--- src/rtl/multidigit_scan_display.sv ---
// Time-multiplexed N-digit seven-segment driver: latches a hex value on load,
// scans one-hot digit selects at SCAN_DIV cycles per digit and drives the decoded segments.
module multidigit_scan_display #(
  parameter int NDIGITS  = 4,
  parameter int SCAN_DIV = 1000
) (
  input  logic                   clk,
  input  logic                   reset,
  input  logic [4*NDIGITS-1:0]   value,
  input  logic [NDIGITS-1:0]     dp,
  input  logic                   load,
  input  logic                   blank_lz,
  input  logic                   enable,
  output logic [7:0]             led,
  output logic [NDIGITS-1:0]     sel,
  output logic                   frame_done
);

  localparam int IDX_W = (NDIGITS > 1) ? $clog2(NDIGITS) : 1;
  localparam int PRE_W = $clog2(SCAN_DIV);
  localparam logic [IDX_W-1:0] LAST_IDX = IDX_W'(NDIGITS - 1);
  localparam logic [PRE_W-1:0] LAST_PRE = PRE_W'(SCAN_DIV - 1);

  // Segment table returns led[7:1] (g..a); the dp bit is appended separately.
  function automatic logic [6:0] seg_decode(input logic [3:0] nib);
    logic [6:0] seg;
    case (nib)
      4'h0: seg = 7'h3F;
      4'h1: seg = 7'h06;
      4'h2: seg = 7'h5B;
      4'h3: seg = 7'h4F;
      4'h4: seg = 7'h66;
      4'h5: seg = 7'h6D;
      4'h6: seg = 7'h7D;
      4'h7: seg = 7'h07;
      4'h8: seg = 7'h7F;
      4'h9: seg = 7'h6F;
      4'hA: seg = 7'h77;
      4'hB: seg = 7'h7C;
      4'hC: seg = 7'h58;
      4'hD: seg = 7'h5E;
      4'hE: seg = 7'h79;
      default: seg = 7'h71;
    endcase
    return seg;
  endfunction

  logic [4*NDIGITS-1:0] val_q, val_d;
  logic [NDIGITS-1:0]   dp_q, dp_d;
  logic [PRE_W-1:0]     presc_q, presc_d;
  logic [IDX_W-1:0]     idx_q, idx_d;
  logic [7:0]           led_q, led_d;
  logic [NDIGITS-1:0]   sel_q, sel_d;
  logic                 frame_done_q, frame_done_d;

  logic                 tick;
  logic [3:0]           nibble;
  logic [6:0]           seg_code;
  logic                 digit_blank;

  always_comb begin
    tick         = enable && (presc_q == LAST_PRE);
    presc_d      = presc_q;
    idx_d        = idx_q;
    frame_done_d = tick && (idx_q == LAST_IDX);
    if (enable) begin
      presc_d = tick ? '0 : presc_q + 1'b1;
    end
    if (tick) begin
      idx_d = (idx_q == LAST_IDX) ? '0 : idx_q + 1'b1;
    end
    val_d = load ? value : val_q;
    dp_d  = load ? dp : dp_q;
  end

  // Outputs use the pre-edge index and shadow, so a load coinciding with a tick
  // first appears together with the new digit.
  always_comb begin
    nibble      = val_q[{idx_q, 2'b00} +: 4];
    seg_code    = seg_decode(nibble);
    digit_blank = blank_lz && (idx_q != '0) && ((val_q >> {idx_q, 2'b00}) == '0);
    led_d       = '0;
    sel_d       = '0;
    if (enable) begin
      led_d = {digit_blank ? 7'h00 : seg_code, dp_q[idx_q]};
      sel_d = NDIGITS'(1) << idx_q;
    end
  end

  always_ff @(posedge clk) begin
    if (reset) begin
      val_q        <= '0;
      dp_q         <= '0;
      presc_q      <= '0;
      idx_q        <= '0;
      led_q        <= '0;
      sel_q        <= '0;
      frame_done_q <= 1'b0;
    end else begin
      val_q        <= val_d;
      dp_q         <= dp_d;
      presc_q      <= presc_d;
      idx_q        <= idx_d;
      led_q        <= led_d;
      sel_q        <= sel_d;
      frame_done_q <= frame_done_d;
    end
  end

  assign led        = led_q;
  assign sel        = sel_q;
  assign frame_done = frame_done_q;

endmodule

--- config.mk ---
export PLATFORM = sky130hd
export DESIGN_NAME = multidigit_scan_display
export DESIGN_NICKNAME = d
export VERILOG_FILES = /design/src/rtl/multidigit_scan_display.sv
export SDC_FILE = /design/constraint.sdc
export NUM_CORES = 1
export LEC_CHECK = 0
export ABC_AREA = 1
export CORE_MARGIN = 4
export CORE_UTILIZATION = 45
export DETAILED_ROUTE_END_ITERATION = 8
export PLACE_DENSITY = 0.73
export SYNTH_ARGS = -nofsm -noshare
export SYNTH_HDL_FRONTEND = slang
export SYNTH_SLANG_ARGS = --single-unit
--- constraint.sdc ---
create_clock -name clk -period 2.8 [get_ports clk]
set_input_delay 0.28 -clock clk [delete_from_list [all_inputs] [get_ports clk]]
set_output_delay 0.28 -clock clk [all_outputs]
set_load 0.03 [all_outputs]
==> results.txt, run 1 <==
----------------------------------------------------
[STA]
  Minimum period implied by the final worst setup slack ... approximately 2200 ps
  Final Cycle Share ... 80.3%
  Final count of negative-setup-slack endpoints ... 0
  Number of hold violations in the final report ... 0
  Slew at the pin closest to its max-slew limit ... around 740 ps
  Setup TNS Final ... 0 ps
  Relative slew margins ... 50.8%
  Unrepaired setup endpoints after global routing ... false
  Max Freq ... 445 MHz
  Final count of pins violating max slew ... 0
  Post-Route Skew ... roughly 9.3 ps

[Yosys]
  Sequential area share after synthesis ... a little over two fifths
  Average cell area after synthesis ... 6.92 um^2
  Total standard cell area after synthesis ... between 2000 and 2500 um^2
  Gate count of the mapped netlist ... 312
  Synth warn ... 0
  Register bit count reported by yosys ... 45
  Syn Nets ... 347
  Unique masters post-synth ... 23

[Layout]
  Most common library cell in the layout ignoring fill and taps ... sky130_fd_sc_hd__nand2_1
  Area grow syn2layout ... 23.0%
  Most used cells in the layout excluding fill and tap cells ... sky130_fd_sc_hd__nand2_1, sky130_fd_sc_hd__nor2_1, sky130_fd_sc_hd__dfxtp_1
  Final-stage net count ... 384
  Proportion of layout cells with a drive suffix above 1 ... ~5.7%
  Final design utilization ... 58.9%
  Total inserted antenna cells ... 0

[Power]
  Portion of total power attributed to sequential cells ... between 50% and 60%
  IR Drop Worst-Case VDD ... ~0.31 mV
  Switching portion of total power ... between 20% and 30%
  P per Cell Area ... 498 nW/um^2
  Share of total power in combinational logic ... around 17%
  Static Leakage ... roughly 1.2 nW
  Clk network pwr share ... ~31%
  Int Power ... roughly 0.00095 W
  Power dissipated by switching net loads ... about 0.00037 W

[Clock network]
  CTS tree ... done
  Cell chosen for the clock root ... sky130_fd_sc_hd__clkbuf_8
  Clock-pin slew on the worst setup and hold paths ... ~90 ps
  Clock Sink Count ... 45
  Resized Gates After CTS ... 0
  Number of buffers inserted by post-CTS setup repair ... 0
  Number of buffers inserted during clock tree synthesis ... 5
  Number of hold-repair buffers added at the cts stage ... 0
  Clock latency reported for the late side of the worst-skew pair ... around 290 ps
  Maximum count of clock buffers along a single path ... 2
  Number of H-tree levels ... 2

[Global route]
  Antenna violations before repair ... 0
  Met3 routing resource usage after global routing ... roughly 3.2%
  Wire length of the first global-routing pass ... about 8000 um
  GRT met2 Usage ... 27.1%
  Most utilized layer in the global route result ... met2
  Global router's overall resource usage ... between 15 and 20%
  Total congestion overflow ... 0
  Maximum number of pins on one net before global-route repair ... 28
  Met1 track demand over resource ... about a fifth
  Vias in the first global route ... approximately 1900

[Routing]
  Total number of vias ... 1995
  Pre-Repair DR Iteration Count ... 4
  Number of nets with antenna violations after detailed routing ... 0
  Wire length per cell after detailed routing ... ~11 um
  Ratio of routed vias to standard cells ... 4.96
  First DRT Iteration DRCs ... 118
  Post-Route WL ... 4530 um
  DR DRC count ... 0

[Worst setup path]
  Required time reported for the critical path endpoint ... roughly 3000 ps
  Critical Path Sink Type ... register
  Peak fanout along the critical path ... 16
  Arr. time, crit path ... 2450 ps
  Kind of start point of the critical path ... register
  Critical Setup Path Class ... register to register

[Floorplanning]
  Core region area ... 4500 um^2
  Die Width ... about 77 um
  Floorplan die area ... between 5000 and 6000 um^2
  Top-level port count ... 38
  Starting utilization of the core area ... approximately 48%
  Vert. Die Dim ... between 70 and 80 um
  Num rows ... 24

[Place]
  Buffers added on ports ... 37
  Detailed placer's ending HPWL ... roughly 3400 um
  RD Place Congestion ... between 0.8 and 0.9

[Run]
  Maximum capacitance violations ... 0

[Run status]
  Result of the run ... finished clean

[Hold path]
  Worst hold path class ... register to register

----------------------------------------------------
per-layer routing:
metal | up-vias | share of wire, %
met1 | 878 | 49
li1 | 1057 | -
met4 | 0 | 0.84
met2 | 54 | 46
met3 | 6 | 4.6
met5 | - | 0
worst max-delay path, cell delays in order (launching register included):
cell,delay [ps]
sky130_fd_sc_hd__dfxtp_1,650
sky130_fd_sc_hd__inv_2,230
sky130_fd_sc_hd__nand2_2,90
sky130_fd_sc_hd__nand2_1,70
sky130_fd_sc_hd__nand2_1,60
sky130_fd_sc_hd__nand2_1,140
sky130_fd_sc_hd__inv_1,180
sky130_fd_sc_hd__ha_1,200
sky130_fd_sc_hd__nand3b_1,80
sky130_fd_sc_hd__nor2_1,90
sky130_fd_sc_hd__nand3_1,70
sky130_fd_sc_hd__nand2_1,100
sky130_fd_sc_hd__nand2_2,100
sky130_fd_sc_hd__nand2_1,80
sky130_fd_sc_hd__inv_1,30
cell families after synthesis:
family,synth area share [%]
AO/OA/AOI/OAI,8.23
XOR/XNOR,1.62
adder cells (fa/ha/maj),5.80
buffers and inverters,6.90
flip-flops,41.7
AND/OR/NAND/NOR,35.7
metrics by stage:
stage / power [W] / area, um^2 / setup WS (ps) / std cells / hold WS (ps)
global route: 0.00139 / 2660 / 263 / 402 / 508
floorplan: 0.000838 / 2160 / 1090 / 312 / 352
detailed placement: 0.000930 / 2560 / 592 / 394 / 461
CTS: 0.00133 / 2660 / 567 / 402 / 480
finish: 0.00132 / 2660 / 552 / 402 / 473
global placement: 0.000928 / 2560 / 747 / 394 / 457
cells in the mapped netlist:
master                     instances  share of area [%]
sky130_fd_sc_hd__nor3b_1           1               0.35
sky130_fd_sc_hd__clkinv_1          1               0.17
sky130_fd_sc_hd__xor2_1            2               0.81
sky130_fd_sc_hd__buf_4             1               0.35
sky130_fd_sc_hd__nand2_2           6                1.7
sky130_fd_sc_hd__nand3_1          23                5.3
sky130_fd_sc_hd__dfxtp_1          45                 42
sky130_fd_sc_hd__buf_2             2               0.46
sky130_fd_sc_hd__o21ai_0          26                6.0
sky130_fd_sc_hd__nand4_1           3               0.87
sky130_fd_sc_hd__nand2_1          77                 13
sky130_fd_sc_hd__a21oi_1           8                1.9
sky130_fd_sc_hd__ha_1             10                5.8
sky130_fd_sc_hd__o211ai_1          1               0.35
sky130_fd_sc_hd__nand3_2           2               0.93
sky130_fd_sc_hd__clkbuf_1          5               0.87
sky130_fd_sc_hd__xnor2_1           2               0.81
sky130_fd_sc_hd__buf_6             1               0.52
sky130_fd_sc_hd__nand3b_1          4                1.4
sky130_fd_sc_hd__inv_2             2               0.35
sky130_fd_sc_hd__inv_1            24                4.2
sky130_fd_sc_hd__nor3_1            4               0.93
sky130_fd_sc_hd__nor2_1           62                 11
state kept, by name (all words and copies together) (netlist names):
| register | flops |
|---|---|
| val_q | 16 |
| dp_q | 4 |
| presc_q | 10 |
| frame_done | 1 |
| led | 8 |
| sel | 4 |
| idx_q | 2 |
cell type report:
type	instances	area, um^2
timing repair buffer	39	385
inverter	27	101
tap	52	65.1
multi-input combinational	231	1110
clock buffer	5	68.8
clock inverter	3	25.0
fill	428	1850
sequential	45	901
power by group through the flow:
stage	Sequential, W	Clock (W)	Combinational, W
after detailed placement	0.000709	0	0.000220
final	0.000694	0.000408	0.000220
after global placement	0.000709	0	0.000219
after global routing	0.000699	0.000443	0.000248
after CTS	0.000694	0.000417	0.000221
after floorplan	0.000731	0	0.000108
worst paths after layout:
check	start	slack [ps]	depth (start not counted)	end
setup / recovery	idx_q[0]	550	14	led[6]
hold / removal	val_q[0]	470	2	val_q[0]
setup reg to reg	idx_q[0]	550	14	led[6]
hold reg to reg	val_q[0]	470	2	val_q[0]
Power figures use the tool's default switching activity.
==> run 2: changes to the inputs <==
- PLACE_DENSITY: 0.73 -> 0.76
- clock period: 2.8 -> 1.8 ns (I/O delays scaled with it)
==> run 2 against run 1 <==
Final area grew 4.9%. Clock skew down 1.8 ps. Sequential power grew 56%.
==> results.txt, run 2 (synthesis gave the netlist of run 1 again) <==
----------------------------------------------------
[Run status]
  Result of the run ... finished clean

[Layout]
  Proportion of layout cells with a drive suffix above 1 ... 10.8% (+5.1 points)
  Area grow syn2layout ... 29.0%
  Total inserted antenna cells ... 0 (unchanged)
  Finished Cell Area ... 2790 um^2 (+4.9%)
  Register with the most flip-flops ... val_q
  Most common library cell in the layout ignoring fill and taps ... sky130_fd_sc_hd__nand2_1
  Number of flip-flops under the largest register name ... 16 (unchanged)
  Most used cells in the layout excluding fill and tap cells ... sky130_fd_sc_hd__nand2_1, sky130_fd_sc_hd__nor2_1, sky130_fd_sc_hd__dfxtp_1
  Final-stage net count ... 395 (+2.9%)
  Final design utilization ... 61.8% (+2.9 points)

[STA]
  Number of hold violations in the final report ... 0 (unchanged)
  Final count of negative-setup-slack endpoints ... 0 (unchanged)
  Max Freq ... 590 MHz (+33%)
  Post-Route Skew ... 7.47 ps (-1.81 ps)
  Setup TNS Final ... 0 ps (unchanged)
  Slew at the pin closest to its max-slew limit ... 541 ps (-196 ps)
  Unrepaired setup endpoints after global routing ... true
  Relative slew margins ... 63.9% (+13 points)
  Smallest setup slack after layout ... 104 ps (-448 ps)
  Fin Hold WS ... 453 ps (-20.4 ps)
  Final count of pins violating max slew ... 0 (unchanged)
  Final Cycle Share ... 94.2% (+14 points)
  Minimum period implied by the final worst setup slack ... 1700 ps (-552 ps)

[Routing]
  Metal2 WL ... 2370 um (+14%)
  First DRT Iteration DRCs ... 127 (+7.6%)
  Uppermost layer routed ... met4
  Post-Route WL ... 4810 um (+6.3%)
  Sum of routed wire segments on met1 ... 2210 um (about the same)
  Total number of vias ... 2064 (+3.5%)
  DR DRC count ... 0 (unchanged)
  Length of routed met3 wiring ... 185 um (-11%)
  Ratio of routed vias to standard cells ... 5.00 (+0.70%)
  Number of nets with antenna violations after detailed routing ... 0 (unchanged)
  Pre-Repair DR Iteration Count ... 4 (unchanged)
  Wire length per cell after detailed routing ... 11.6 um (+3.4%)

[Place]
  Buffers added on ports ... 37 (unchanged)
  Instance area after placement ... 2630 um^2 (+2.6%)
  Detailed placer's ending HPWL ... 3610 um (+5.4%)
  Worst-case setup slack after placement ... 39.8 ps (-552 ps)
  RD Place Congestion ... 0.904 (+6.9%)

[Floorplanning]
  Die Width ... 77.3 um (unchanged)
  Vert. Die Dim ... 77.3 um (unchanged)
  Floorplan die area ... 5970 um^2 (unchanged)
  Core region area ... 4500 um^2 (unchanged)
  Num rows ... 24 (unchanged)
  Starting utilization of the core area ... 47.9% (unchanged)
  Top-level port count ... 38 (unchanged)

[Clock network]
  CTS tree ... done
  Number of buffers inserted during clock tree synthesis ... 5 (unchanged)
  Clock-pin slew on the worst setup and hold paths ... 80 ps (about the same)
  Cell chosen for the clock root ... sky130_fd_sc_hd__clkbuf_8
  Clock Sink Count ... 45 (unchanged)
  Number of H-tree levels ... 2 (unchanged)
  Clock latency reported for the late side of the worst-skew pair ... 300 ps (about the same)
  Maximum count of clock buffers along a single path ... 2 (unchanged)
  Number of hold-repair buffers added at the cts stage ... 0 (unchanged)

[Global route]
  Maximum number of pins on one net before global-route repair ... 28 (unchanged)
  Global router's overall resource usage ... 16.2% (+0.32 points)
  Total congestion overflow ... 0 (unchanged)
  Wire length of the first global-routing pass ... 7980 um (-0.94%)
  Vias in the first global route ... 1833 (-2.0%)
  Antenna violations before repair ... 0 (unchanged)

[Worst setup path]
  Required time reported for the critical path endpoint ... 2010 ps (-990 ps)
  Critical Setup Path Class ... register to register
  Critical Path Sink Type ... register
  Peak fanout along the critical path ... 6 (-10)
  Arr. time, crit path ... 1910 ps (-540 ps)
  Kind of start point of the critical path ... register

[Run]
  Maximum capacitance violations ... 0 (unchanged)

[Power]
  P per Cell Area ... 761 nW/um^2 (+53%)
  IR Drop Worst-Case VDD ... 0.647 mV (+110%)
  Static Leakage ... 1.27 nW (+5.5%)

[Hold path]
  Worst hold path class ... input port to register

----------------------------------------------------
-- run 2: cell count changes in the layout (fill, tap and decap cells not counted), moves of 2 or more --
| cell | change |
|---|---|
| sky130_fd_sc_hd__nand2_2 | +4 |
| sky130_fd_sc_hd__clkbuf_8 | +2 |
| sky130_fd_sc_hd__inv_4 | +2 |
| sky130_fd_sc_hd__buf_4 | +10 |
| sky130_fd_sc_hd__nand2_1 | -4 |
-- run 2: final cells by class --
cell class | count | area (um^2)
clock inverter | 1 | 5.00
tap | 52 | 65.1
sequential | 45 | 905
multi-input combinational | 231 | 1140
fill | 404 | 1720
inverter | 27 | 106
clock buffer | 7 | 96.3
timing repair buffer | 50 | 472
-- run 2: final timing paths --
| check | from | endpoint | slack, ps | cells after the start |
|---|---|---|---|---|
| setup / recovery | idx_q[0] | led[4] | 100 | 14 |
| hold / removal | value[14] | val_q[14] | 450 | 3 |
| setup reg to reg | idx_q[0] | led[4] | 100 | 14 |
| hold reg to reg | dp_q[0] | led[0] | 480 | 2 |
-- run 2: timing repair --
item / in CTS / in global routing
setup endpoints to repair: 0 / 7
setup buffers: 0 / 2
hold endpoints to repair: 0 / 0
gates resized for setup: 0 / 13
-- run 2: through the flow --
stage / total power (W) / instances
floorplan: 0.00130 / 312
global route: 0.00222 / 413
global placement: 0.00145 / 403
CTS: 0.00212 / 411
detailed placement: 0.00145 / 403
finish: 0.00212 / 413
-- run 2: metal layers --
metal / vias to the layer above / track usage, %
li1: 1080 / -
met1: 933 / 19.8
met3: 7 / 3.51
met2: 44 / 28.4
met5: - / 0
met4: 0 / 4.80
-- run 2: critical path: stages, from the launching register on --
cell,delay (ps)
sky130_fd_sc_hd__dfxtp_4,390
sky130_fd_sc_hd__buf_6,120
sky130_fd_sc_hd__nand2_1,60
sky130_fd_sc_hd__nand2_2,80
sky130_fd_sc_hd__nand2_2,60
sky130_fd_sc_hd__nand2_2,90
sky130_fd_sc_hd__inv_4,50
sky130_fd_sc_hd__buf_4,130
sky130_fd_sc_hd__ha_1,280
sky130_fd_sc_hd__nand3_2,90
sky130_fd_sc_hd__nand2_1,60
sky130_fd_sc_hd__nand2_1,70
sky130_fd_sc_hd__nand2_1,50
sky130_fd_sc_hd__nand2_1,50
sky130_fd_sc_hd__inv_1,30
-- run 2: where the power goes --
| group | switching, W | internal, W | leakage, nW |
|---|---|---|---|
| clock | 0.000334 | 0.000347 | 0.0542 |
| sequential | 0.0000278 | 0.00105 | 0.371 |
| combinational | 0.000200 | 0.000162 | 0.848 |
| total | 0.000562 | 0.00156 | 1.27 |
